**src/rtl/uart_alu_if.sv**
```systemverilog
// Byte-stream handshake between the UART engines and the ALU packet FSM.
// The master drives data/valid and the slave answers with ready.
interface uart_alu_if;
  logic [7:0] tdata;
  logic       tvalid;
  logic       tready;

  modport master (
    output tdata,
    output tvalid,
    input  tready
  );

  modport slave (
    input  tdata,
    input  tvalid,
    output tready
  );
endinterface

```
**src/rtl/uart_alu_top.sv**
```systemverilog
// Packet-based 32-bit ALU behind an 8N1 UART link.
// Host sends opcode/len header plus operands; 4-byte result is returned.
module uart_rx #(
  parameter int DW      = 8,
  parameter int BIT_CYC = 288
) (
  input  logic clk,
  input  logic rst,
  input  logic rxd,
  uart_alu_if.master m_axis,
  output logic frame_error
);
  localparam int CW = $clog2(BIT_CYC);
  localparam logic [CW-1:0] FULL = CW'(BIT_CYC - 1);
  localparam logic [CW-1:0] HALF = CW'(BIT_CYC / 2 - 1);

  logic [1:0]    sync;
  logic          rx_s;
  logic          busy;
  logic [CW-1:0] cnt;
  logic [3:0]    bitn;
  logic [7:0]    sh;

  assign rx_s = sync[1];

  // Start-bit hunt, mid-bit sampling, stop check; a bad stop waits for idle.
  always_ff @(posedge clk) begin
    if (rst) begin
      sync          <= 2'b11;
      busy          <= 1'b0;
      cnt           <= '0;
      bitn          <= '0;
      sh            <= '0;
      m_axis.tvalid <= 1'b0;
      m_axis.tdata  <= '0;
      frame_error   <= 1'b0;
    end else begin
      sync <= {sync[0], rxd};
      if (m_axis.tready) m_axis.tvalid <= 1'b0;
      if (!busy) begin
        if (!rx_s) begin
          busy <= 1'b1;
          cnt  <= HALF;
          bitn <= '0;
        end
      end else if (bitn == 4'(DW + 2)) begin
        if (rx_s) busy <= 1'b0;
      end else if (cnt != '0) begin
        cnt <= cnt - 1'b1;
      end else if (bitn == '0) begin
        if (rx_s) begin
          busy <= 1'b0;
        end else begin
          cnt  <= FULL;
          bitn <= 4'd1;
        end
      end else if (bitn <= 4'(DW)) begin
        sh   <= {rx_s, sh[7:1]};
        cnt  <= FULL;
        bitn <= bitn + 1'b1;
      end else begin
        m_axis.tvalid <= 1'b1;
        m_axis.tdata  <= sh;
        frame_error   <= !rx_s;
        if (rx_s) busy <= 1'b0;
        else      bitn <= 4'(DW + 2);
      end
    end
  end
endmodule

module uart_tx #(
  parameter int DW      = 8,
  parameter int BIT_CYC = 288
) (
  input  logic clk,
  input  logic rst,
  uart_alu_if.slave s_axis,
  output logic txd
);
  localparam int CW = $clog2(BIT_CYC);
  localparam logic [CW-1:0] FULL = CW'(BIT_CYC - 1);

  logic          busy;
  logic [CW-1:0] cnt;
  logic [3:0]    bitn;
  logic [8:0]    sh;

  assign s_axis.tready = !busy;

  // Start bit, LSB-first data, stop bit; ready again once stop completes.
  always_ff @(posedge clk) begin
    if (rst) begin
      busy <= 1'b0;
      txd  <= 1'b1;
      cnt  <= '0;
      bitn <= '0;
      sh   <= '1;
    end else if (!busy) begin
      if (s_axis.tvalid) begin
        busy <= 1'b1;
        txd  <= 1'b0;
        sh   <= {1'b1, s_axis.tdata};
        cnt  <= FULL;
        bitn <= '0;
      end
    end else if (cnt != '0) begin
      cnt <= cnt - 1'b1;
    end else if (bitn == 4'(DW + 1)) begin
      busy <= 1'b0;
    end else begin
      txd  <= sh[0];
      sh   <= {1'b1, sh[8:1]};
      cnt  <= FULL;
      bitn <= bitn + 1'b1;
    end
  end
endmodule

module uart_alu_top #(
  parameter int datawidth_p = 8,
  parameter int CLK_FREQ_HZ = 33178000,
  parameter int BAUD_RATE   = 115200
) (
  input  logic clk_i,
  input  logic rst_i,
  input  logic rx_i,
  output logic tx_o
);
  localparam int PRESCALE = CLK_FREQ_HZ / (BAUD_RATE * 8);
  localparam int BIT_CYC  = PRESCALE * 8;
  localparam logic [7:0] OP_ADD = 8'h10;
  localparam logic [7:0] OP_MUL = 8'h11;
  localparam logic [7:0] OP_DIV = 8'h12;

  typedef enum logic [2:0] {
    HDR0, HDR1, LENL, LENH, PAY, EXEC, RESP
  } state_t;

  state_t state, state_n;

  logic rst;
  logic frame_err;
  logic rx_ok;
  logic [7:0] rx_b;

  uart_alu_if rx_bus ();
  uart_alu_if tx_bus ();

  assign rst = !rst_i;
  assign rx_bus.tready = 1'b1;
  assign rx_b  = rx_bus.tdata;
  assign rx_ok = rx_bus.tvalid && !frame_err;

  uart_rx #(.DW(datawidth_p), .BIT_CYC(BIT_CYC)) u_rx (
    .clk         (clk_i),
    .rst         (rst),
    .rxd         (rx_i),
    .m_axis      (rx_bus),
    .frame_error (frame_err)
  );

  uart_tx #(.DW(datawidth_p), .BIT_CYC(BIT_CYC)) u_tx (
    .clk    (clk_i),
    .rst    (rst),
    .s_axis (tx_bus),
    .txd    (tx_o)
  );

  logic [7:0]  op;
  logic [7:0]  len_lo;
  logic [15:0] plen;
  logic [15:0] cnt;
  logic [31:0] word;
  logic [31:0] acc;
  logic [31:0] dividend;
  logic [31:0] divisor;
  logic [1:0]  nwords;
  logic [4:0]  div_cnt;
  logic [31:0] quo;
  logic [31:0] rem;
  logic [31:0] result;
  logic [1:0]  idx;

  logic        is_add, is_mul, is_div;
  logic [15:0] len_full;
  logic [15:0] cnt_n;
  logic [31:0] word_n;
  logic [31:0] rsh;
  logic [31:0] src_q, src_r;
  logic [32:0] rem_sh;
  logic        ge;
  logic [32:0] rem_d;
  logic [31:0] rem_n, quo_n;

  assign is_add   = (op == OP_ADD);
  assign is_mul   = (op == OP_MUL);
  assign is_div   = (op == OP_DIV);
  assign len_full = {rx_b, len_lo};
  assign cnt_n    = cnt + 16'd1;
  assign word_n   = {word[23:0], rx_b};
  assign rsh      = result << {idx, 3'b000};

  // One restoring-division step; step 0 starts from the raw dividend.
  always_comb begin
    src_q  = (div_cnt == 5'd0) ? dividend : quo;
    src_r  = (div_cnt == 5'd0) ? 32'd0 : rem;
    rem_sh = {src_r, src_q[31]};
    ge     = (rem_sh >= {1'b0, divisor});
    rem_d  = rem_sh - {1'b0, divisor};
    rem_n  = ge ? rem_d[31:0] : rem_sh[31:0];
    quo_n  = {src_q[30:0], ge};
  end

  // Packet FSM state register.
  always_ff @(posedge clk_i) begin
    if (!rst_i) state <= HDR0;
    else        state <= state_n;
  end

  // Next-state and response handshake.
  always_comb begin
    state_n       = state;
    tx_bus.tvalid = 1'b0;
    tx_bus.tdata  = rsh[31:24];
    unique case (state)
      HDR0: if (rx_ok) state_n = HDR1;
      HDR1: if (rx_ok) state_n = LENL;
      LENL: if (rx_ok) state_n = LENH;
      LENH: if (rx_ok) state_n = (len_full <= 16'd4) ? EXEC : PAY;
      PAY:  if (rx_ok && cnt_n == plen) state_n = EXEC;
      EXEC: begin
        if (is_add || is_mul)    state_n = RESP;
        else if (!is_div)        state_n = HDR0;
        else if (div_cnt == 5'd31) state_n = RESP;
      end
      RESP: begin
        tx_bus.tvalid = tx_bus.tready;
        if (tx_bus.tready && idx == 2'd3) state_n = HDR0;
      end
      default: state_n = HDR0;
    endcase
  end

  // Header capture, operand folding, divide and response byte index.
  always_ff @(posedge clk_i) begin
    if (!rst_i) begin
      op       <= '0;
      len_lo   <= '0;
      plen     <= '0;
      cnt      <= '0;
      word     <= '0;
      acc      <= '0;
      dividend <= '0;
      divisor  <= '0;
      nwords   <= '0;
      div_cnt  <= '0;
      quo      <= '0;
      rem      <= '0;
      result   <= '0;
      idx      <= '0;
    end else begin
      unique case (state)
        HDR0: if (rx_ok) op <= rx_b;
        LENL: if (rx_ok) len_lo <= rx_b;
        LENH: if (rx_ok) begin
          plen     <= (len_full <= 16'd4) ? 16'd0 : len_full - 16'd4;
          cnt      <= '0;
          word     <= '0;
          acc      <= is_mul ? 32'd1 : 32'd0;
          dividend <= '0;
          divisor  <= '0;
          nwords   <= '0;
          div_cnt  <= '0;
        end
        PAY: if (rx_ok) begin
          cnt  <= cnt_n;
          word <= word_n;
          if (cnt_n[1:0] == 2'b00) begin
            if (is_add) acc <= acc + word_n;
            if (is_mul) acc <= acc * word_n;
            if (is_div) begin
              if (nwords == 2'd0) dividend <= word_n;
              if (nwords == 2'd1) divisor  <= word_n;
              if (nwords != 2'd2) nwords   <= nwords + 2'd1;
            end
          end
        end
        EXEC: begin
          idx <= '0;
          if (is_add || is_mul) result <= acc;
          if (is_div) begin
            quo     <= quo_n;
            rem     <= rem_n;
            div_cnt <= div_cnt + 5'd1;
            if (div_cnt == 5'd31)
              result <= (nwords != 2'd2 || divisor == '0) ? '1 : quo_n;
          end
        end
        RESP: if (tx_bus.tready) idx <= idx + 2'd1;
        default: ;
      endcase
    end
  end
endmodule

```
**config.mk**
```make
export PLATFORM = sky130hd
export DESIGN_NAME = uart_alu_top
export DESIGN_NICKNAME = d
export VERILOG_FILES = /design/src/rtl/uart_alu_if.sv /design/src/rtl/uart_alu_top.sv
export SDC_FILE = /design/constraint.sdc
export NUM_CORES = 2
export LEC_CHECK = 0
export CORE_MARGIN = 2
export CORE_UTILIZATION = 60
export CTS_BUF_LIST = sky130_fd_sc_hd__clkbuf_8
export DETAILED_ROUTE_END_ITERATION = 8
export GPL_TIMING_DRIVEN = 0
export PLACE_DENSITY_LB_ADDON = 0.1
export SETUP_SLACK_MARGIN = 0.5
export SLEW_MARGIN = 10
export SYNTH_ARGS = -nofsm -noshare
export SYNTH_HDL_FRONTEND = slang
export SYNTH_SLANG_ARGS = --single-unit
```
**constraint.sdc**
```tcl
create_clock -name clk_i -period 7.4 [get_ports clk_i]
set_input_delay 1.48 -clock clk_i [delete_from_list [all_inputs] [get_ports clk_i]]
set_output_delay 1.48 -clock clk_i [all_outputs]
set_load 0.03 [all_outputs]
```
Word level (Yosys, flattened, before mapping)
Cells that the tools add are included.
{ "totals": {"register_bits": 334, "in_bits": 3, "output_inout_bits": 1, "elab_cells": 227} }
{ "op_classes": {"addsub": 11, "n_mul": 1, "magnitude_cmp": 3, "n_eq_ne": 42, "shifts": 1, "mux": 96, "n_bitwise": 6, "n_reduce_logical": 39} }
{ "op_table": {"columns": ["cell", "n"], "rows": [
  ["two-way mux 32 bit", 21],
  ["one-hot mux 32 bit (2 select lines)", 3],
  ["two-way mux 9 bit", 15],
  ["two-way mux 16 bit", 3],
  ["two-way mux 4 bit", 12],
  ["one-hot mux 24 bit (2 select lines)", 1],
  ["!= test 2 bit, second input constant", 22],
  [">= comparator 33 x 32 -> 1 bit", 1],
  ["adder 32 bit", 1],
  ["zero test 32 bit", 1],
  ["multiplier 32 x 32 -> 32 bit", 1],
  ["one-hot mux 16 bit (2 select lines)", 1],
  ["left shift 32 x 5 -> 32 bit", 1],
  ["subtractor 32 bit", 1],
  ["two-way mux 3 bit", 9],
  ["equality test 8 x 5 -> 1 bit, second input constant", 3],
  ["two-way mux 24 bit", 1],
  ["one-hot mux 3 bit (7 select lines)", 1],
  ["AND reduction 5 bit", 4],
  ["two-way mux 1 bit", 18],
  ["AND reduction 6 bit", 3],
  ["nonzero test 9 bit", 2],
  ["subtractor 9 x 1 -> 9 bit, second input constant", 2],
  ["adder 16 x 1 -> 16 bit, second input constant", 1],
  ["other kinds (34)", 71]
]} }

Depth between registers and ports, before layout
{ "logic_depth": {"ltp_word": 6, "mapped_depth": 28, "ltp_nobuf": 26} }

Hierarchy
A second synthesis with hierarchy kept.
{ "hier_totals": {"hier_cells": 4166, "hier_area_um2": 34366.7} }
{ "by_module_without_submodules": {"columns": ["module", "instances", "cells_each", "area_per_inst_um2", "seq_area_each_um2"], "rows": [
  ["uart_alu_top", 1, 3845, 31525.2, 5525.3],
  ["uart_rx", 1, 181, 1626.6, 680.7],
  ["uart_tx", 1, 140, 1214.9, 460.4]
]} }

Worst setup path after synthesis
No wires, ideal clock.
{ "synth_timing": {"kind": "register to register", "startpoint": "register u_rx.m_axis.tdata[2]", "endpoint": "register acc[30]", "setup_time_ns": 0.127, "arrival_ns": 6.564, "required_time_ns": 7.273, "slack_ns": 0.709, "path_stages_with_launch": 25, "n_path_buf": 2, "synth_period_minus_slack_ns": 6.691, "path_cell_list": "dfxtp_1 > clkbuf_1 > clkbuf_1 > and2_1 > fa_1 > inv_1 > fa_1 > fa_1 > fa_1 > inv_1 > ha_1 > ha_1 > fa_1 > fa_1 > ha_1 > a21o_1 > a211o_1 > a2111oi_1 > nor2_1 > a21oi_1 > o21ai_1 > a31oi_1 > o21bai_1 > mux2i_1 > o21ai_1"} }
{ "synth_via": {"elab_chain_len": 6, "elab_cells_between_ends": 7, "cone_classes": "1 x add/sub; 1 x mul; 5 x mux"} }
{ "synth_rtl": {"columns": ["element", "line_no", "source"], "rows": [
  ["start, declared", "uart_alu_if.sv:9", "output tdata,"],
  ["start signal, assigned", "uart_alu_top.sv:63", "m_axis.tdata <= sh;"],
  ["branches (longest 2 deep; another with multiplier 32 x 32 -> 32 bit)", null, null],
  ["two-way mux 32 bit (*)", "uart_alu_top.sv:281", "if (is_mul) acc <= acc * word_n;"],
  ["two-way mux 32 bit (*)", "uart_alu_top.sv:279", "if (cnt_n[1:0] == 2'b00) begin"],
  ["two-way mux 32 bit (*)", "uart_alu_top.sv:276", "PAY: if (rx_ok) begin"],
  ["one-hot mux 32 bit (2 select lines) (*)", "uart_alu_top.sv:263", "unique case (state)"],
  ["end signal, assigned", "uart_alu_top.sv:270", "acc <= is_mul ? 32'd1 : 32'd0;"],
  ["end signal, assigned", "uart_alu_top.sv:280", "if (is_add) acc <= acc + word_n;"],
  ["end signal, assigned", "uart_alu_top.sv:281", null],
  ["end, declared", "uart_alu_top.sv:175", "logic [31:0] acc;"]
]} }
Mark *: on every way between the ends. The select of a mux whose other input is x is not followed.
A chain may end at the register's enable or synchronous reset.

Final worst setup path
{ "layout_timing": {"startpoint": "register u_rx.m_axis.tdata[1]", "endpoint": "register acc[31]"} }
The elaborated chain is that of the path after synthesis.

==> reports/metrics.cfg <==
[outcome]
outcome=finished, final reports clean

[synth]
yosysSeqAreaShare_pct=19.8
synth_nets=4609
synth.area.top_cells=fa_1, dfxtp_1, ha_1, and2_1, nand2_1
synth_common_cells=nand2_1, inv_1, fa_1, and2_1, dfxtp_1
ys.flop_type=dfxtp_1
async_flop_share_pct=0
yosysWarnings=0
synth_area_um2=33600
synth_cell_types=84
yosysTopAreaCellShare_pct=24.4
syn_avg_cell_area_um2=8.43
synth_area_leader_cell=fa_1
syn_inst=3993
synth_edf_count=0
synth_most_common_cell=nand2_1
yosys_register_bits=333

[worst_setup_path]
critPathLaunchType=register
reg2reg_slack_ns=0.25
r2r.worst_path.cells=24
worstSetupPathDepth=24
r2r-end=acc[31]
crit_chain=clkbuf_8 > buf_2 > nand2_1 > fa_1 > fa_1 > fa_1 > inv_1 > fa_1 > inv_2 > fa_1 > inv_1 > fa_1 > fa_1 > ha_4 > o211a_1 > o211ai_1 > buf_4 > a211oi_2 > buf_4 > o31ai_4 > a311o_1 > xnor2_1 > nand2_1 > nand3_1
reg2reg_from=u_rx.m_axis.tdata[1]
cp.arrival_ns=7.69
end_kind=register
max_stage_delay_ns=0.62
cp_max_fo=10
crit_family=adder cells
crit_buf_inv=7
worstPathRequired_ns=7.94
cp_slowest_cell=dfxtp_1
crit_top_cell=fa_1
path_class=reg -> reg

[cts]
cts_root_buf=clkbuf_8
cts_made_buffers=54
clkSinkCount=333
insertion_delay_ns=0.66
clock_path_buffers=3
cts_hold_buffers=0
cts_tree=built
h-tree-depth=2
clkTransAtPathRegs_ns=0.07

[global_route]
grt_usage_pct=40.5
overflow=0
grt_pass1_wl_mm=174
grt_max_degree=15
grt_pass1_vias=29000
antenna_found_initial=5

[placed_design]
postPlaceCellArea_um2=34600
portBuffers=3
dpl.hpwl_mm=87.2
place.gp.congestion=1.02
place_inst=4744

[power_and_ir_drop]
p_seq_share_pct=49.3
netSwitchingFraction_pct=24.9
p_int_w=0.00274
power_w=0.00365
peakVddDrop_uv=194
comb_power_share_pct=2.5
power.switching_w=0.000907
powerDensity_nw_per_um2=97.8
p_leak_nw=16.7
pwr-share-clk_pct=48.2

[cells_and_area]
syn2layout_area_growth_pct=10.8
fin_nets=4704
n_fill_cell=4820
final_area_um2=37300
fin_util_pct=67.4
drive_gt1_share_pct=8.91
stdcell_count=4878

[drt]
dr.first_iter.drc_count=3370
vias=29700
route.detailed.drc=0
via_per_inst=6.09
drt_pass1_iterations=8
totalWireLength_mm=115
detail_route.wl_per_cell_um=23.7
antenna_left=0

[sta]
setup_viol=0
slew_headroom_pct=8.50
min_period_ns=7.15
slew_violations=0
rsz0062_at_grt=true
finalHoldViolCount=0
max_freq_ghz=0.140
worst_pin_slew_ns=1.35
skew_ns=0.0539
finalCritPeriodShare_pct=96.6

[hold_path]
hold_depth=1
min_from=u_rx.sync[0]
hold_end=u_rx.sync[1]
min_path_type=reg -> reg

[job]
cap_violations=0

[floorplan]
initial_core_util_pct=60.8
rows=86
io_pins=4
die_x_um=241
dieArea_um2=58000
coreArea_um2=55300
die_y_um=241

-- metrics by stage --
| stage | setup WS [ns] | hold WS (ns) | TNS, ns |
|---|---|---|---|
| after floorplan | 0.709 | 0.386 | 0 |
| after global placement | -1.57 | 0.406 | -16.34 |
| after detailed placement | -1.59 | 0.423 | -16.96 |
| after CTS | 0.386 | 0.440 | 0 |
| after global routing | 0.226 | 0.458 | 0 |
| final | 0.253 | 0.434 | 0 |
-- cell type report --
class	count	area, um^2	area share [%]
clock buffers	67	922	2.47
inverters	447	1680	4.50
plain buffers	252	1760	4.73
clock inverters	29	226	0.607
flip-flops and latches	333	6710	18.0
well taps	748	936	2.51
repair buffers	39	339	0.909
diodes	2	5.00	0.0134
multi-input cells	2961	24700	66.3
-- power groups by stage --
stage          sequential (W)  clock, W  combinational, W
5_1_grt               0.00180   0.00182         0.0000977
2_1_floorplan         0.00184         0         0.0000555
6_report              0.00180   0.00176         0.0000921
3_3_place_gp          0.00184         0         0.0000880
4_1_cts               0.00180   0.00175         0.0000887
3_5_place_dp          0.00184         0         0.0000882
-- cell usage in the layout, fill, tap and decap left out, drive strengths merged, types with 12 or more instances in the layout --
| master | Yosys | layout |
|---|---|---|
| nand2 | 477 | 477 |
| inv | 447 | 458 |
| fa | 410 | 410 |
| and2 | 340 | 340 |
| dfxtp | 333 | 333 |
| clkbuf | 225 | 273 |
| nor2 | 271 | 271 |
| a21oi | 257 | 257 |
| ha | 203 | 203 |
| o21ai | 132 | 132 |
| xnor2 | 124 | 124 |
| nand3 | 104 | 104 |
| buf | 27 | 81 |
| mux2i | 73 | 73 |
| xor2 | 54 | 54 |
| a22oi | 54 | 54 |
| nor3 | 54 | 54 |
| a21o | 46 | 46 |
| a211oi | 41 | 41 |
| nand2b | 26 | 26 |
| and3 | 23 | 23 |
| o22ai | 22 | 22 |
| nor2b | 21 | 21 |
| a31o | 17 | 17 |
| a31oi | 17 | 17 |
| nor4 | 16 | 16 |
| o21a | 15 | 15 |
| nand4 | 14 | 14 |
| a221oi | 14 | 14 |
| clkinv | 0 | 12 |
-- flip-flops by register name (all words and copies together), names as in the netlist, 5 cells and up --
register and flops:
cnt 16, divisor 32, word 24, quo 32, plen 16, u_rx.cnt 9
len_lo 8, u_rx.m_axis.tdata 8, u_tx.cnt 9, div_cnt 5, op 8, dividend 32
acc 32, u_rx.sh 8, u_tx.sh 8, result 32, rem 32
-- worst max-delay path by stage --
stage / from / end / slack, ns
detailed placement: acc[3] / acc[30] / -1.59
global route: u_rx.m_axis.tdata[3] / acc[31] / 0.23
CTS: u_rx.m_axis.tdata[2] / acc[31] / 0.39
finish: u_rx.m_axis.tdata[1] / acc[31] / 0.25
floorplan: u_rx.m_axis.tdata[2] / acc[30] / 0.71
global placement: acc[3] / acc[30] / -1.57
-- metal layers --
metal  GRT usage, %  up-vias  share of wire (%)
met5              0        -                  0
met4           14.9        0                4.5
met3           13.3      344                 14
met2           59.6     1786                 42
met1           55.9    14400                 40
li1               -    13200                  -
-- repair_timing --
action | CTS | global route
endpoints found under the setup margin | 22 | 15
resized for setup | 302 | 82
pin swaps | 34 | 37
gates cloned | 1 | 1
setup buffers | 28 | 6
-- logic make-up (layout without fill, tap and decap cells) --
| family | after synthesis | after routing | share of synthesized area, % |
|---|---|---|---|
| DFF | 333 | 333 | 19.8 |
| AOI/OAI and AO/OA | 694 | 694 | 12.9 |
| and+or+nand+nor | 1393 | 1393 | 20.1 |
| other | 0 | 2 | 0 |
| buffers and inverters | 699 | 834 | 7.85 |
| muxes | 82 | 82 | 2.74 |
| xor gates and xnor gates | 178 | 178 | 4.63 |
| adders and majority gates | 614 | 614 | 32.0 |
Power figures use the tool's default switching activity.
